===== src/rtl/tick_generator_pkg.sv =====
// Shared timebase constants and counter sizing helper for the clock datapath.
// Latency: n/a (package only).
// Backpressure: n/a.
package clock_pkg;

  // Board defaults; the bench and smaller builds override through module parameters.
  localparam int DEF_CLK_HZ  = 12500;
  localparam int DEF_BASE_HZ = 50;

  // Bits needed for a counter that runs 0..n-1; never narrower than one bit.
  function automatic int cnt_width(input int n);
    return (n <= 1) ? 1 : $clog2(n);
  endfunction

endpackage


===== src/rtl/tick_generator_if.sv =====
// Control and strobe bundle between the timebase and its consumers.
// Latency: n/a (wiring only).
// Backpressure: none; strobes are fire-and-forget clock enables.
interface tick_generator_if;

  logic run;
  logic sync_clear;
  logic set_fast;
  logic tick_base;
  logic tick_set;
  logic tick_1hz;
  logic blink;

  // Consumer side: drives the controls, receives the strobes.
  modport master (
    output run,
    output sync_clear,
    output set_fast,
    input  tick_base,
    input  tick_set,
    input  tick_1hz,
    input  blink
  );

  // Timebase side.
  modport slave (
    input  run,
    input  sync_clear,
    input  set_fast,
    output tick_base,
    output tick_set,
    output tick_1hz,
    output blink
  );

endinterface


===== src/rtl/tick_generator_counter.sv =====
// Modulo-N counter with runtime terminal override, clear and enable.
// Latency: count updates on the edge after en; wrap is combinational from the current count.
// Backpressure: none; en simply holds the count.
module mod_n_counter
  import clock_pkg::*;
#(
  parameter  int N = 2,
  localparam int W = cnt_width(N)
) (
  input  logic         clk,
  input  logic         rst,
  input  logic         en,
  input  logic         clr,
  input  logic [W-1:0] term,
  output logic [W-1:0] cnt_next,
  output logic         wrap
);

  logic [W-1:0] cnt;

  // >= rather than == so a terminal that drops below the live count still wraps.
  assign wrap = en && !clr && (cnt >= term);

  // Next count: clear beats wrap beats increment; otherwise hold.
  always_comb begin
    cnt_next = cnt;
    if (clr) begin
      cnt_next = '0;
    end else if (wrap) begin
      cnt_next = '0;
    end else if (en) begin
      cnt_next = cnt + W'(1);
    end
  end

  // Count register.
  always_ff @(posedge clk) begin
    if (rst) begin
      cnt <= '0;
    end else begin
      cnt <= cnt_next;
    end
  end

endmodule


===== src/rtl/tick_generator.sv =====
// Timebase: base, set-repeat and 1 Hz clock-enable strobes plus a 1 Hz blink level.
// Latency: all outputs registered; first tick_base CLK_HZ/BASE_HZ cycles after reset release.
// Backpressure: run=0 freezes every phase and silences the strobes; no data is dropped.
module tick_generator
  import clock_pkg::*;
#(
  parameter int CLK_HZ      = DEF_CLK_HZ,
  parameter int BASE_HZ     = DEF_BASE_HZ,
  parameter int SET_SLOW_HZ = 5,
  parameter int SET_FAST_HZ = 10
) (
  input  logic             clk,
  input  logic             rst,
  tick_generator_if.slave  tg
);

  localparam int PRE    = CLK_HZ / BASE_HZ;
  localparam int SLOW_N = BASE_HZ / SET_SLOW_HZ;
  localparam int FAST_N = BASE_HZ / SET_FAST_HZ;
  localparam int SET_N  = (SLOW_N > FAST_N) ? SLOW_N : FAST_N;

  localparam int PRE_W = cnt_width(PRE);
  localparam int SET_W = cnt_width(SET_N);
  localparam int SEC_W = cnt_width(BASE_HZ);

  localparam logic [PRE_W-1:0] PRE_TERM  = PRE_W'(PRE - 1);
  localparam logic [SET_W-1:0] SLOW_TERM = SET_W'(SLOW_N - 1);
  localparam logic [SET_W-1:0] FAST_TERM = SET_W'(FAST_N - 1);
  localparam logic [SEC_W-1:0] SEC_TERM  = SEC_W'(BASE_HZ - 1);
  localparam logic [SEC_W-1:0] SEC_HALF  = SEC_W'(BASE_HZ / 2);

  if (CLK_HZ % BASE_HZ != 0) begin : g_chk_pre
    $error("tick_generator: CLK_HZ must be a multiple of BASE_HZ");
  end
  if (BASE_HZ % 2 != 0) begin : g_chk_even
    $error("tick_generator: BASE_HZ must be even");
  end
  if (BASE_HZ % SET_SLOW_HZ != 0) begin : g_chk_slow
    $error("tick_generator: BASE_HZ must be a multiple of SET_SLOW_HZ");
  end
  if (BASE_HZ % SET_FAST_HZ != 0) begin : g_chk_fast
    $error("tick_generator: BASE_HZ must be a multiple of SET_FAST_HZ");
  end

  logic             inc;
  logic [PRE_W-1:0] pre_next;
  logic             unused_pre_wrap;
  logic             base_nxt;
  logic [SET_W-1:0] set_term;
  logic [SET_W-1:0] unused_set_next;
  logic             set_wrap;
  logic [SEC_W-1:0] sec_next;
  logic             sec_wrap;

  // A clear request wins over run and suppresses counting in the same cycle.
  assign inc = tg.run && !tg.sync_clear;

  // tick_base lands in the cycle the prescaler sits on its last count, so the
  // strobe register is loaded as the prescaler steps into that count.
  assign base_nxt = inc && (pre_next == PRE_TERM);

  assign set_term = tg.set_fast ? FAST_TERM : SLOW_TERM;

  mod_n_counter #(.N(PRE)) u_pre (
    .clk      (clk),
    .rst      (rst),
    .en       (inc),
    .clr      (tg.sync_clear),
    .term     (PRE_TERM),
    .cnt_next (pre_next),
    .wrap     (unused_pre_wrap)
  );

  // Second-stage counters step together with each base strobe, so their wrap
  // lines up with the tick_base that completes the interval.
  mod_n_counter #(.N(SET_N)) u_set (
    .clk      (clk),
    .rst      (rst),
    .en       (base_nxt),
    .clr      (tg.sync_clear),
    .term     (set_term),
    .cnt_next (unused_set_next),
    .wrap     (set_wrap)
  );

  mod_n_counter #(.N(BASE_HZ)) u_sec (
    .clk      (clk),
    .rst      (rst),
    .en       (base_nxt),
    .clr      (tg.sync_clear),
    .term     (SEC_TERM),
    .cnt_next (sec_next),
    .wrap     (sec_wrap)
  );

  // Output strobes and blink level; blink rises at the half-second tick and falls with tick_1hz.
  always_ff @(posedge clk) begin
    if (rst) begin
      tg.tick_base <= 1'b0;
      tg.tick_set  <= 1'b0;
      tg.tick_1hz  <= 1'b0;
      tg.blink     <= 1'b0;
    end else if (tg.sync_clear) begin
      tg.tick_base <= 1'b0;
      tg.tick_set  <= 1'b0;
      tg.tick_1hz  <= 1'b0;
      tg.blink     <= 1'b0;
    end else begin
      tg.tick_base <= base_nxt;
      tg.tick_set  <= set_wrap;
      tg.tick_1hz  <= sec_wrap;
      if (sec_wrap) begin
        tg.blink <= 1'b0;
      end else if (base_nxt && (sec_next == SEC_HALF)) begin
        tg.blink <= 1'b1;
      end
    end
  end

endmodule

===== src/flat_wrapper.sv =====
// flat-port wrapper written by rule: the top's interface ports become plain ports
module tick_generator_flat import clock_pkg::*;
#(
  parameter int CLK_HZ      = DEF_CLK_HZ,
  parameter int BASE_HZ     = DEF_BASE_HZ,
  parameter int SET_SLOW_HZ = 5,
  parameter int SET_FAST_HZ = 10
)
  (clk, rst, tg_run, tg_sync_clear, tg_set_fast, tg_tick_base, tg_tick_set, tg_tick_1hz, tg_blink);
  tick_generator_if tg_i ();
  input  logic clk;
  input  logic rst;
  input wire logic [$bits(tg_i.run)-1:0] tg_run;
  input wire logic [$bits(tg_i.sync_clear)-1:0] tg_sync_clear;
  input wire logic [$bits(tg_i.set_fast)-1:0] tg_set_fast;
  output wire logic [$bits(tg_i.tick_base)-1:0] tg_tick_base;
  output wire logic [$bits(tg_i.tick_set)-1:0] tg_tick_set;
  output wire logic [$bits(tg_i.tick_1hz)-1:0] tg_tick_1hz;
  output wire logic [$bits(tg_i.blink)-1:0] tg_blink;
  assign tg_i.run = tg_run;
  assign tg_i.sync_clear = tg_sync_clear;
  assign tg_i.set_fast = tg_set_fast;
  assign tg_tick_base = tg_i.tick_base;
  assign tg_tick_set = tg_i.tick_set;
  assign tg_tick_1hz = tg_i.tick_1hz;
  assign tg_blink = tg_i.blink;
  tick_generator #(.CLK_HZ(CLK_HZ), .BASE_HZ(BASE_HZ), .SET_SLOW_HZ(SET_SLOW_HZ), .SET_FAST_HZ(SET_FAST_HZ)) u_core (.clk(clk), .rst(rst), .tg(tg_i));
endmodule

===== config.mk =====
export PLATFORM = sky130hd
export DESIGN_NAME = tick_generator_flat
export DESIGN_NICKNAME = d
export VERILOG_FILES = /design/src/rtl/tick_generator_pkg.sv /design/src/rtl/tick_generator_if.sv /design/src/rtl/tick_generator_counter.sv /design/src/rtl/tick_generator.sv /design/src/flat_wrapper.sv
export SDC_FILE = /design/constraint.sdc
export NUM_CORES = 1
export LEC_CHECK = 0
export CAP_MARGIN = 20
export CORE_MARGIN = 2
export CORE_UTILIZATION = 51
export CTS_CLUSTER_SIZE = 25
export DETAILED_ROUTE_END_ITERATION = 16
export MAX_ROUTING_LAYER = met4
export PLACE_DENSITY = 0.75
export SLEW_MARGIN = 15
export SYNTH_ARGS = -nofsm -noshare
export SYNTH_HDL_FRONTEND = slang
export SYNTH_SLANG_ARGS = --single-unit

===== constraint.sdc =====
create_clock -name clk -period 2.1 [get_ports clk]
set_clock_uncertainty 0.05 [all_clocks]
set_input_delay 0.21 -clock clk [delete_from_list [all_inputs] [get_ports clk]]
set_output_delay 0.21 -clock clk [all_outputs]
set_load 0.01 [all_outputs]

==> results.json <==
{
  "wl_per_cell_um": 14.4,
  "synth_edf_count": 0,
  "layout-drive-gt1-share": 0.339,
  "clock_latency_ps": 320,
  "ys_types": 39,
  "grtUsageTotal": 0.256,
  "layoutNonFillerInstCount": 217,
  "initial_core_util": 0.549,
  "numCtsBuffers": 3,
  "design_area_sq_um": 1720,
  "synthTopCellsByCount": "22 x dfxtp_1, 20 x nor2_1, 16 x nand2_1, 10 x a21oi_1, 10 x ha_1",
  "yosysMostFrequentCell": "dfxtp_1",
  "worstMarginPinSlew_ps": 564,
  "vias": 1227,
  "setup_viol": 12,
  "timing.final.hold_violations": 0,
  "netlist_area_sq_um": 1240,
  "finalNetCount": 205,
  "dp_hpwl_mm": 2.13,
  "synth.largest_area_cell": "dfxtp_1",
  "slowest_stage": "or4_1",
  "dp_cells": 210,
  "antenna_found_initial": 0,
  "drc": 0,
  "syn_nets": 166,
  "rows": 17,
  "start_kind": "flop",
  "relSlewSlack": 0.622,
  "cp.arrival_ps": 2450,
  "routed_wl_mm": 3.13,
  "die_area_sq_um": 2840,
  "post-route-period-util": 1.07,
  "cp_slowest_stage_delay_ps": 480,
  "synth-async-reset-ratio": 0,
  "worst_slack_ps": -142,
  "routed_via_density": 5.65,
  "fmax_mhz": 446,
  "finalMaxSlewViolations": 0,
  "ir_worst_vdd_v": 0.000422,
  "crit_path_end_kind": "flop",
  "firstDrtPassIters": 4,
  "core_area_sq_um": 2250,
  "cts_num_sinks": 22,
  "path_class": "reg -> reg",
  "post_dp_cell_area_sq_um": 1570,
  "syn2layout_area_growth_pct": 39.0,
  "netlist_top_cells_area": "dfxtp_1 36%, ha_1 10%, nor2_1 6.1%, nand2_1 4.9%, xnor2_1 4.2%",
  "cts_buffer_depth": 2,
  "syn_avg_cell_area_sq_um": 8.19,
  "max_cap_viol_count": 0,
  "multi_input_area_sq_um": 878,
  "cp_max_fo": 6,
  "hp-class": "reg -> reg",
  "cellLeakagePower_uw": 0.000618,
  "place.gp.congestion": 0.898,
  "ys_seq_area_frac": 0.356,
  "fillers": 175,
  "period_needed_ps": 2240,
  "n_antenna_cell": 0,
  "rsz0062_at_grt": "true",
  "path_cells": "nand2_4, buf_4, or3_1, a21o_1, a211o_1, or4_1, a21oi_1",
  "reg2reg_slack_ps": -140,
  "grt.overflow.total": 0,
  "cts-htree-levels": 1,
  "violations": "negative setup slack",
  "synth-seq-cells": 22,
  "cts_root_buf": "clkbuf_4",
  "p_per_area_nw_per_um2": 418,
  "drt_iter0_markers": 31,
  "timing.hold.ws_ps": 449,
  "yosysWarnings": 0,
  "die-width_um": 53.3,
  "cp_top_family": "simple AND/OR/NAND/NOR gates",
  "grt_max_degree": 13,
  "netlist.area_leader.share": 0.356,
  "io_buffers": 8,
  "io_pins": 9,
  "die_h_um": 53.3,
  "seqCellArea_sq_um": 452,
  "ant_nets": 0,
  "clk_pin_slew_ps": 130,
  "cts_tree": "built",
  "grt_pass1_wl_mm": 5.07,
  "crit_required_ps": 2310,
  "synth_flop_cell": "dfxtp_1",
  "syn_inst": 151,
  "status": "finished with violations",
  "critPathBufInv": 1,
  "grt_pass1_vias": 1128
}
[cells by family after synthesis]
| group | Yosys count | share of synthesized area |
|---|---|---|
| AO/OA/AOI/OAI | 28 | 0.153 |
| XOR/XNOR | 7 | 0.0495 |
| adder cells (fa/ha/maj) | 10 | 0.101 |
| buffers and inverters | 9 | 0.0273 |
| flip-flops | 22 | 0.356 |
| multiplexers | 1 | 0.00809 |
| AND/OR/NAND/NOR | 74 | 0.305 |
[layer usage]
| layer | global-route usage | part of all wire | vias up |
|---|---|---|---|
| li1 | - | - | 611 |
| met1 | 0.314 | 0.44 | 577 |
| met2 | 0.426 | 0.50 | 33 |
| met3 | 0.0282 | 0.039 | 6 |
| met4 | 0.103 | 0.016 | 0 |
| met5 | - | 0 | - |
[cell usage in the layout (no fill, tap or decap), types with 4 or more instances in the layout]
cell / n
o21ai_0: 6
dfxtp_1: 17
nor2_1: 19
ha_1: 7
inv_1: 4
clkdlybuf4s50_1: 8
xnor2_1: 5
and2_1: 4
nand3_1: 5
buf_4: 28
a21oi_1: 8
nand2_1: 15
nand3_2: 4
[worst min-delay path, delay by kind of cell, from the launching register on]
kind,cells,cell delay [ps]
AO/OA/AOI/OAI,1,50
flip-flops,1,360
AND/OR/NAND/NOR,1,60
[where the power goes]
group          switching (uW)  internal (uW)  leakage, uW
logic                    25.3           29.3     0.000416
clock network             140            106    0.0000210
registers                2.70            416     0.000180
total                     168            552     0.000618
[registers in the layout (all words and copies together), names as in the netlist]
| signal | cells |
|---|---|
| u_core.u_set.cnt | 4 |
| u_core.u_pre.cnt | 8 |
| u_core.tg.tick_set | 1 |
| u_core.u_sec.cnt | 6 |
| u_core.tg.tick_1hz | 1 |
| u_core.tg.tick_base | 1 |
| u_core.tg.blink | 1 |
[what timing repair did]
| action | 4_1_cts | 5_1_grt |
|---|---|---|
| pin swaps | 12 | 3 |
| resized for setup | 14 | 12 |
| setup endpoints to repair | 13 | 14 |
| setup buffers | 3 | 0 |
| hold buffers | 0 | 0 |
[through the flow]
step                TNS, ps  utilization  power, uW  setup slack (ps)
floorplan             -3.60            -        450             -3.60
global placement      -3840        0.695        474              -336
detailed placement    -4980        0.695        475              -436
CTS                    -359        0.744        725             -97.8
global route          -1960        0.763        746              -213
finish                 -806        0.763        720              -142
[final timing paths]
path                                                      from                                to  depth (start not counted)
worst max register to register  u_core.u_pre.cnt[0]$_SDFF_PP0_  u_core.u_set.cnt[3]$_SDFFE_PP0N_                          7
worst min-delay path            u_core.u_sec.cnt[1]$_SDFF_PP0_    u_core.u_sec.cnt[1]$_SDFF_PP0_                          2
worst min register to register  u_core.u_sec.cnt[1]$_SDFF_PP0_    u_core.u_sec.cnt[1]$_SDFF_PP0_                          2
worst max-delay path            u_core.u_pre.cnt[0]$_SDFF_PP0_  u_core.u_set.cnt[3]$_SDFFE_PP0N_                          7
[area by class of cell]
cell class	count	share of cell area
Multi-Input combinational cell	120	0.511
Sequential cell	22	0.263
Timing Repair Buffer	36	0.169
Clock buffer	4	0.0211
Tap cell	28	0.0204
Inverter	7	0.0167
Power figures use the tool's default switching activity.
